===== src/rtl/mc_pkg.sv =====
// Shared definitions for the multicycle MIPS core: opcodes, funct codes,
// sequencer state encoding, ALU operation encoding and a sign-extend helper.
package mc_pkg;

    localparam logic [5:0] OP_R    = 6'h00;
    localparam logic [5:0] OP_LW   = 6'h23;
    localparam logic [5:0] OP_SW   = 6'h2B;
    localparam logic [5:0] OP_BEQ  = 6'h04;
    localparam logic [5:0] OP_ADDI = 6'h08;
    localparam logic [5:0] OP_J    = 6'h02;

    localparam logic [5:0] FN_ADD  = 6'h20;
    localparam logic [5:0] FN_SUB  = 6'h22;
    localparam logic [5:0] FN_AND  = 6'h24;
    localparam logic [5:0] FN_OR   = 6'h25;
    localparam logic [5:0] FN_SLT  = 6'h2A;

    typedef enum logic [2:0] {
        ST_FETCH  = 3'd0,
        ST_DECODE = 3'd1,
        ST_EXEC   = 3'd2,
        ST_MEM    = 3'd3,
        ST_WB     = 3'd4,
        ST_HALT   = 3'd5
    } state_t;

    typedef enum logic [2:0] {
        ALU_ADD = 3'd0,
        ALU_SUB = 3'd1,
        ALU_AND = 3'd2,
        ALU_OR  = 3'd3,
        ALU_SLT = 3'd4
    } alu_op_t;

    function automatic logic [31:0] sext16(input logic [15:0] imm);
        return {{16{imm[15]}}, imm};
    endfunction

endpackage


===== src/rtl/mc_regfile.sv =====
// 32x32 register file: two asynchronous read ports, one synchronous write
// port, r0 reads as zero and ignores writes, whole array cleared on reset.
module mc_regfile
    import mc_pkg::*;
(
    input  logic        clk_i,
    input  logic        rst_i,
    input  logic [4:0]  ra1_i,
    input  logic [4:0]  ra2_i,
    output logic [31:0] rd1_o,
    output logic [31:0] rd2_o,
    input  logic        we_i,
    input  logic [4:0]  wa_i,
    input  logic [31:0] wd_i
);

    logic [31:0] regs_q [0:31];

    // Clear on reset, otherwise write one register (never r0).
    always_ff @(posedge clk_i) begin
        if (rst_i) begin
            for (int i = 0; i < 32; i++) begin
                regs_q[i] <= 32'd0;
            end
        end else if (we_i && (wa_i != 5'd0)) begin
            regs_q[wa_i] <= wd_i;
        end
    end

    assign rd1_o = (ra1_i == 5'd0) ? 32'd0 : regs_q[ra1_i];
    assign rd2_o = (ra2_i == 5'd0) ? 32'd0 : regs_q[ra2_i];

endmodule


===== src/rtl/mc_mips_core.sv =====
// Multicycle MIPS core (add/sub/and/or/slt, addi, lw, sw, beq, j).
// One ALU and one valid/ready memory port are shared across sequencer states.
// Optional feature macro: MC_TRAP_EN -- illegal instructions and misaligned
// lw/sw halt the core; when undefined they act as NOP / are force-aligned.
module mc_mips_core
    import mc_pkg::*;
#(
    parameter logic [31:0] RESET_PC = 32'h0000_0000,
    parameter int          ADDR_W   = 32
) (
    input  logic              CLK,
    input  logic              reset,
    output logic              mem_req,
    output logic              mem_we,
    output logic [ADDR_W-1:0] mem_addr,
    output logic [31:0]       mem_wdata,
    input  logic [31:0]       mem_rdata,
    input  logic              mem_ready,
    output logic [31:0]       pc,
    output logic              retire,
    output logic              halted
);

    state_t      state_q, state_d;
    logic [31:0] pc_q, pc_d;
    logic [31:0] ir_q, ir_d;
    logic [31:0] a_q, a_d;
    logic [31:0] b_q, b_d;
    logic [31:0] aluout_q, aluout_d;
    logic [31:0] mdr_q, mdr_d;

    logic [5:0]  op, funct;
    logic [4:0]  rs, rt, rd;
    logic [15:0] imm16;
    logic [25:0] imm26;
    logic [31:0] imm_sx;

    logic [31:0] rf_rd1, rf_rd2, rf_wd;
    logic        rf_we;
    logic [4:0]  rf_wa;

    alu_op_t     alu_op, r_alu_op;
    logic [31:0] alu_a, alu_b, alu_r;
    logic        r_legal;
    logic        trap;
    logic [31:0] byte_addr;

    assign op     = ir_q[31:26];
    assign rs     = ir_q[25:21];
    assign rt     = ir_q[20:16];
    assign rd     = ir_q[15:11];
    assign funct  = ir_q[5:0];
    assign imm16  = ir_q[15:0];
    assign imm26  = ir_q[25:0];
    assign imm_sx = sext16(imm16);

    function automatic logic [31:0] alu(input alu_op_t f, input logic [31:0] x, input logic [31:0] y);
        case (f)
            ALU_SUB: return x - y;
            ALU_AND: return x & y;
            ALU_OR:  return x | y;
            ALU_SLT: return ($signed(x) < $signed(y)) ? 32'd1 : 32'd0;
            default: return x + y;
        endcase
    endfunction

    mc_regfile u_rf (
        .clk_i (CLK),
        .rst_i (reset),
        .ra1_i (rs),
        .ra2_i (rt),
        .rd1_o (rf_rd1),
        .rd2_o (rf_rd2),
        .we_i  (rf_we),
        .wa_i  (rf_wa),
        .wd_i  (rf_wd)
    );

    // Decode R-type funct into an ALU operation and legality flag.
    always_comb begin
        r_alu_op = ALU_ADD;
        r_legal  = 1'b1;
        case (funct)
            FN_ADD:  r_alu_op = ALU_ADD;
            FN_SUB:  r_alu_op = ALU_SUB;
            FN_AND:  r_alu_op = ALU_AND;
            FN_OR:   r_alu_op = ALU_OR;
            FN_SLT:  r_alu_op = ALU_SLT;
            default: r_legal  = 1'b0;
        endcase
    end

    // Shared ALU operand steering: branch target in DECODE, real work in EXEC.
    always_comb begin
        alu_op = ALU_ADD;
        alu_a  = a_q;
        alu_b  = imm_sx;
        if (state_q == ST_DECODE) begin
            alu_a = pc_q;
            alu_b = {imm_sx[29:0], 2'b00};
        end else if (op == OP_R) begin
            alu_op = r_alu_op;
            alu_b  = b_q;
        end else if (op == OP_BEQ) begin
            alu_op = ALU_SUB;
            alu_b  = b_q;
        end
    end

    assign alu_r = alu(alu_op, alu_a, alu_b);

`ifdef MC_TRAP_EN
    logic op_legal;
    logic addr_mis;
    assign op_legal = ((op == OP_R) && r_legal) || (op == OP_LW) || (op == OP_SW) ||
                      (op == OP_BEQ) || (op == OP_ADDI) || (op == OP_J);
    assign addr_mis = ((op == OP_LW) || (op == OP_SW)) && (alu_r[1:0] != 2'b00);
    assign trap     = (state_q == ST_EXEC) && (!op_legal || addr_mis);
`else
    assign trap     = 1'b0;
`endif

    // Sequencer state register.
    always_ff @(posedge CLK) begin
        if (reset) begin
            state_q <= ST_FETCH;
        end else begin
            state_q <= state_d;
        end
    end

    // Sequencer next-state logic; memory states wait indefinitely for ready.
    always_comb begin
        state_d = state_q;
        case (state_q)
            ST_FETCH:  if (mem_ready) state_d = ST_DECODE;
            ST_DECODE: state_d = ST_EXEC;
            ST_EXEC: begin
                if (trap)
                    state_d = ST_HALT;
                else if (((op == OP_R) && r_legal) || (op == OP_ADDI))
                    state_d = ST_WB;
                else if ((op == OP_LW) || (op == OP_SW))
                    state_d = ST_MEM;
                else
                    state_d = ST_FETCH;
            end
            ST_MEM:    if (mem_ready) state_d = (op == OP_LW) ? ST_WB : ST_FETCH;
            ST_WB:     state_d = ST_FETCH;
`ifdef MC_TRAP_EN
            ST_HALT:   state_d = ST_HALT;
`endif
            default:   state_d = ST_FETCH;
        endcase
    end

    // Sequencer outputs: memory request, retire pulse and register write-back.
    always_comb begin
        mem_req   = 1'b0;
        mem_we    = 1'b0;
        byte_addr = pc_q;
        retire    = 1'b0;
        rf_we     = 1'b0;
        rf_wa     = rt;
        rf_wd     = aluout_q;
        case (state_q)
            ST_FETCH: mem_req = 1'b1;
            ST_EXEC:  retire  = (state_d == ST_FETCH);
            ST_MEM: begin
                mem_req   = 1'b1;
                mem_we    = (op == OP_SW);
                byte_addr = {aluout_q[31:2], 2'b00};
                retire    = (state_d == ST_FETCH);
            end
            ST_WB: begin
                retire = 1'b1;
                rf_we  = 1'b1;
                rf_wa  = (op == OP_R) ? rd : rt;
                rf_wd  = (op == OP_LW) ? mdr_q : aluout_q;
            end
            default: ;
        endcase
    end

    // Datapath next-state: what each architectural/internal register loads.
    always_comb begin
        pc_d     = pc_q;
        ir_d     = ir_q;
        a_d      = a_q;
        b_d      = b_q;
        aluout_d = aluout_q;
        mdr_d    = mdr_q;
        case (state_q)
            ST_FETCH: begin
                if (mem_ready) begin
                    ir_d = mem_rdata;
                    pc_d = pc_q + 32'd4;
                end
            end
            ST_DECODE: begin
                a_d      = rf_rd1;
                b_d      = rf_rd2;
                aluout_d = alu_r;
            end
            ST_EXEC: begin
                if (!trap) begin
                    if (op == OP_BEQ) begin
                        if (alu_r == 32'd0) pc_d = aluout_q;
                    end else if (op == OP_J) begin
                        pc_d = {pc_q[31:28], imm26, 2'b00};
                    end else begin
                        aluout_d = alu_r;
                    end
                end
            end
            ST_MEM: begin
                if (mem_ready && (op == OP_LW)) mdr_d = mem_rdata;
            end
            default: ;
        endcase
    end

    // Datapath registers.
    always_ff @(posedge CLK) begin
        if (reset) begin
            pc_q     <= RESET_PC;
            ir_q     <= 32'd0;
            a_q      <= 32'd0;
            b_q      <= 32'd0;
            aluout_q <= 32'd0;
            mdr_q    <= 32'd0;
        end else begin
            pc_q     <= pc_d;
            ir_q     <= ir_d;
            a_q      <= a_d;
            b_q      <= b_d;
            aluout_q <= aluout_d;
            mdr_q    <= mdr_d;
        end
    end

    assign mem_addr  = byte_addr[ADDR_W-1:0];
    assign mem_wdata = b_q;
    assign pc        = pc_q;
`ifdef MC_TRAP_EN
    assign halted    = (state_q == ST_HALT);
`else
    assign halted    = 1'b0;
`endif

endmodule

===== config.mk =====
export PLATFORM = sky130hd
export DESIGN_NAME = mc_mips_core
export DESIGN_NICKNAME = d
export VERILOG_FILES = /design/src/rtl/mc_pkg.sv /design/src/rtl/mc_regfile.sv /design/src/rtl/mc_mips_core.sv
export SDC_FILE = /design/constraint.sdc
export NUM_CORES = 2
export LEC_CHECK = 0
export ABC_CLOCK_PERIOD_IN_PS = 6390
export BUFFER_PORTS_ARGS = -buffer_cell sky130_fd_sc_hd__buf_2
export CAP_MARGIN = 20
export CORE_MARGIN = 8
export CORE_UTILIZATION = 45
export DETAILED_ROUTE_END_ITERATION = 7
export HOLD_SLACK_MARGIN = 0.02
export REMOVE_ABC_BUFFERS = 1
export SLEW_MARGIN = 10
export SYNTH_ARGS = -nofsm -noshare
export SYNTH_HDL_FRONTEND = slang
export SYNTH_SLANG_ARGS = --single-unit

===== constraint.sdc =====
create_clock -name CLK -period 6.39 [get_ports CLK]
set_clock_uncertainty 0.05 [all_clocks]
set_input_delay 0.639 -clock CLK [delete_from_list [all_inputs] [get_ports CLK]]
set_output_delay 0.639 -clock CLK [all_outputs]
set_load 0.03 [all_outputs]

==> results.md <==
- The largest net degree at the start of global routing is slightly below 90.
- Clock tree synthesis selected as its root buffer the cell clkbuf_16.
- For the pin with the worst max-slew slack, the measured transition is between 1000 and 1500 ps.
- The synthesized netlist devotes around 1.9% of its cell area to adder and majority cells.
- The count of flip-flops with a built-in enable after synthesis is 1024.
- For this design the ratio of total power to cell area is about 270 nW/um^2.
- The fraction of power consumed by combinational cells is 17.1%.
- The largest voltage drop on the vdd net is 0.239 mV.
- The first global-routing pass estimated 351000 um of wire.
- The number of buffers added on ports is 133.
- After clock tree synthesis, the setup repair step added 0 buffers.
- In this run the biggest area consumer among cell types represents 46.1% of the synthesized area.
- The final global-route overflow total is 0.
- After detailed routing, the number of vias per cell comes to 6.60.
- The final number of max-transition violations is 0.
- The class of the tightest hold or removal check is primary input to register.
- The number of max-cap violations is 0.
- The number of detailed-routing iterations run before antenna repair is 7.
- After layout, the worst path uses about 96% of the clock period.
- Net switching is 28.2% of the power.
- The later-pin clock latency in the skew report is 780 ps.
- The internal power is 14500 uW.
- In the synthesized netlist, the number of instances is ~5400.
- The distinct cell type count after synthesis is 96.
- The netlist area before placement is roughly 67000 sq um.
- The proportion of power drawn by the clock network is 37.2%.
- The H-tree generated during clock tree synthesis spans 4 levels.
- The parity-gate share of the synthesized area counting xor and xnor cells is less than 1%.
- For this run, asynchronously set or reset flops after synthesis account for 0%.
- The residual DRC count is 0.
- By count the netlist is led by nor2_1 (1217), edfxtp_1 (1024), mux4_2 (640).
- The critical path contains buffers and inverters numbering 2 combined.
- The number of antenna violations at the first check in global routing is 5.
- The overall fraction of global-route tracks in use is 30.1%.
- Setup violations remaining at the end of the flow were counted as 0.
- Relative to the synthesized area, the layout overhead comes to 12.4%.
- The dominant cell by count in the synthesized netlist is nor2_1.
- Counting stages on the worst path, the most repeated cell is buf_4.
- The kind of start point of the critical path is a register.
- The sequential share of power is 45.7%.
- The placed instance count is slightly above 7000.
- Among all stages on the critical path, the largest delay is contributed by or4b_4.
- The number of ports placed on the die boundary is 135.
- Ranked by total cell area, the synthesized netlist is headed by edfxtp_1 (46%), mux4_2 (22%), nor2_1 (6.8%).
- Along the worst path, the maximum fanout reaches 15.
- The clock sink count is 1229.
- After layout, the worst setup slack is 257 ps.
- The via count of the first global-routing pass is 47800.
- In this design, the stage delay of the slowest critical-path cell is around 610 ps.
- The capturing element type of the critical path is a register.
- Measured against the total synthesized area, the mux share comes to a little under a quarter.
- Clock-pin slew was measured on the worst setup and hold paths at 60 ps.
- The cell leakage power is 0.0253 uW.
- The core region is 147000 sq um.
- Of the synthesized area, sequential elements account for 52.2%.
- The routed layout has 49200 vias.
- The post-synthesis compound-gate area fraction is 6.22%.
- The routed design could run at a clock period as short as 6130 ps.
- The post-synthesis share of cell area spent on and, or, nand and nor gates is 12.3%.
- For this run, the number of Yosys warnings is 0.
- The die is 401 um wide.
- OpenSTA, run right after detailed placement, puts the worst setup slack at approximately 380 ps.
- The number of non-filler instances in the completed layout is between 7000 and 8000.
- The clock tree from TritonCTS is built.
- A synthesized cell averages about 12 sq um.
- The library cell occupying the most area in the post-synthesis netlist is edfxtp_1.
- The critical path is of the register to register type.
- The run finished with clean final reports.
- Setup repair after global routing left no endpoint under its margin.
- Clock tree synthesis inserted a total of 132 buffers.
- The combinational family with the most area after synthesis is multiplexers.
- The signal arrival time at the worst endpoint is 6790 ps.
- The number of synthesized register bits is about 1200.
- The critical path goes through nor3_2 -> nand2_1 -> buf_4 -> mux2i_1 -> o21ai_0 -> ha_1 -> nand2b_1 -> a2111oi_4 -> nor3_1 -> o211ai_1 -> a31oi_1 -> a221oi_1 -> o22ai_1 -> or4b_4 -> nor4_4 -> nand4_2 -> buf_4 -> a211oi_1 -> o221a_1.
- The final count of hold timing violations is 0.
- Based on the critical path, the design can be clocked at up to 163 MHz.
- The clock passes through at most 3 buffers.
- Broken down by cell family, the worst path's largest delay share belongs to compound AO/OA/AOI/OAI gates.
- Data on the critical path is required at its endpoint by between 7000 and 8000 ps.
- In this run the core area contains 141 standard-cell rows.
- Once the floorplan was initialized, standard cells occupied 45.3% of the core.
- The number of DRC markers after the initial detailed-route iteration is roughly 7000.
- In this run the remaining antenna-violating nets after routing total 0.
- The HPWL after detailed placement is ~160000 um.
- The die area is 161000 sq um.
- The net switching power is about 5700 uW.
- The final layout contains routed wiring with a total length of between 200000 and 250000 um.
- After routing, the total negative slack on setup checks comes to 0 ps.
- The count of nets after finishing is about 5500.
- Dividing the detail-routed wire length by the instance count gives around 33 um.
- Routability-driven placement finished with a final weighted congestion of 0.982.
- The floorplan step set the die height to 401 um.
- The leading register cell type out of synthesis is edfxtp_1.
- In this run the tightest slew margin relative to its limit is 23.4%.
- The ratio of cells with drive above 1 in the final layout is between 20 and 25%.
-- sequential cells by signal (all words and copies together) (netlist names), named ones only --
signal,count
aluout_q,32
mem_wdata,32
u_rf.regs_q,1024
mdr_q,32
state_q,3
ir_q,32
a_q,32
pc,32
-- power groups by stage --
stage	Sequential [uW]	Clock (uW)	Combinational [uW]
global placement	9380	0	3330
CTS	9230	7560	3360
detailed placement	9400	0	3350
finish	9250	7520	3470
global route	9270	7850	3610
floorplan	9450	0	2160
-- metal layers --
layer,vias up,GRT usage (%),wire length (um)
met1,24900,38.4,89200
met2,3423,46.6,114000
met5,-,0,13
met3,668,8.76,31600
met4,2,15.9,15200
li1,20200,-,-
-- tightest hold or removal path, cell delays in order --
cell,delay (ps)
buf_2,110
nand2_1,50
a21oi_1,50
-- cell type report --
cell class                 instances  area (sq um)
sequential                      1229         34900
tap                             1930          2410
multi-input combinational       3580         30300
clock inverter                    52           463
fill                           12600         72400
inverter                         113           424
timing repair buffer             355          2930
antenna                            4          10.0
clock buffer                     188          3660
-- timing repair --
action | in CTS | in global routing
endpoints found under the setup margin | 0 | 19
endpoints found under the hold margin | 0 | 0
hold buffers | 0 | 0
resized for setup | 0 | 1
-- final timing paths --
path	end	start	cells past startpoint	slack [ps]
worst max-delay path	pc[2]	ir_q[31]	19	260
worst min-delay path	mdr_q[9]	mem_rdata[9]	3	60
worst max register to register	pc[2]	ir_q[31]	19	260
worst min register to register	a_q[26]	a_q[26]	2	410
-- layout by cell type (no fill, tap or decap), types with 58 or more instances in the layout --
cell       synthesis  layout
clkbuf_16          0     136
buf_4              2     181
a21oi_1          282     281
nor2_1          1217    1213
nor3_1            60      58
edfxtp_1        1024    1024
ha_1              97      97
dfxtp_1          205     194
nand2_1          567     505
nand2_2            0      62
buf_2             13     132
mux2i_1          102      70
inv_1            112     112
mux4_2           640     640
o21ai_0           67      66
-- per-stage QoR --
step	area, sq um	power [uW]	util (%)	hold slack (ps)
finish	75000	20200	50.9	63.1
global route	75000	20700	50.9	52.2
CTS	74800	20200	50.7	24.9
detailed placement	70700	12800	47.9	405
global placement	70600	12700	47.8	400
floorplan	64900	11600	-	380
-- kinds of logic after synthesis --
group / count (synthesis)
flip-flops: 1229
AND/OR/NAND/NOR: 2026
adder cells (fa/ha/maj): 99
other: 1
XOR/XNOR: 9
multiplexers: 778
AO/OA/AOI/OAI: 635
buffers and inverters: 621
No activity file was read; power rests on OpenSTA's default activity.
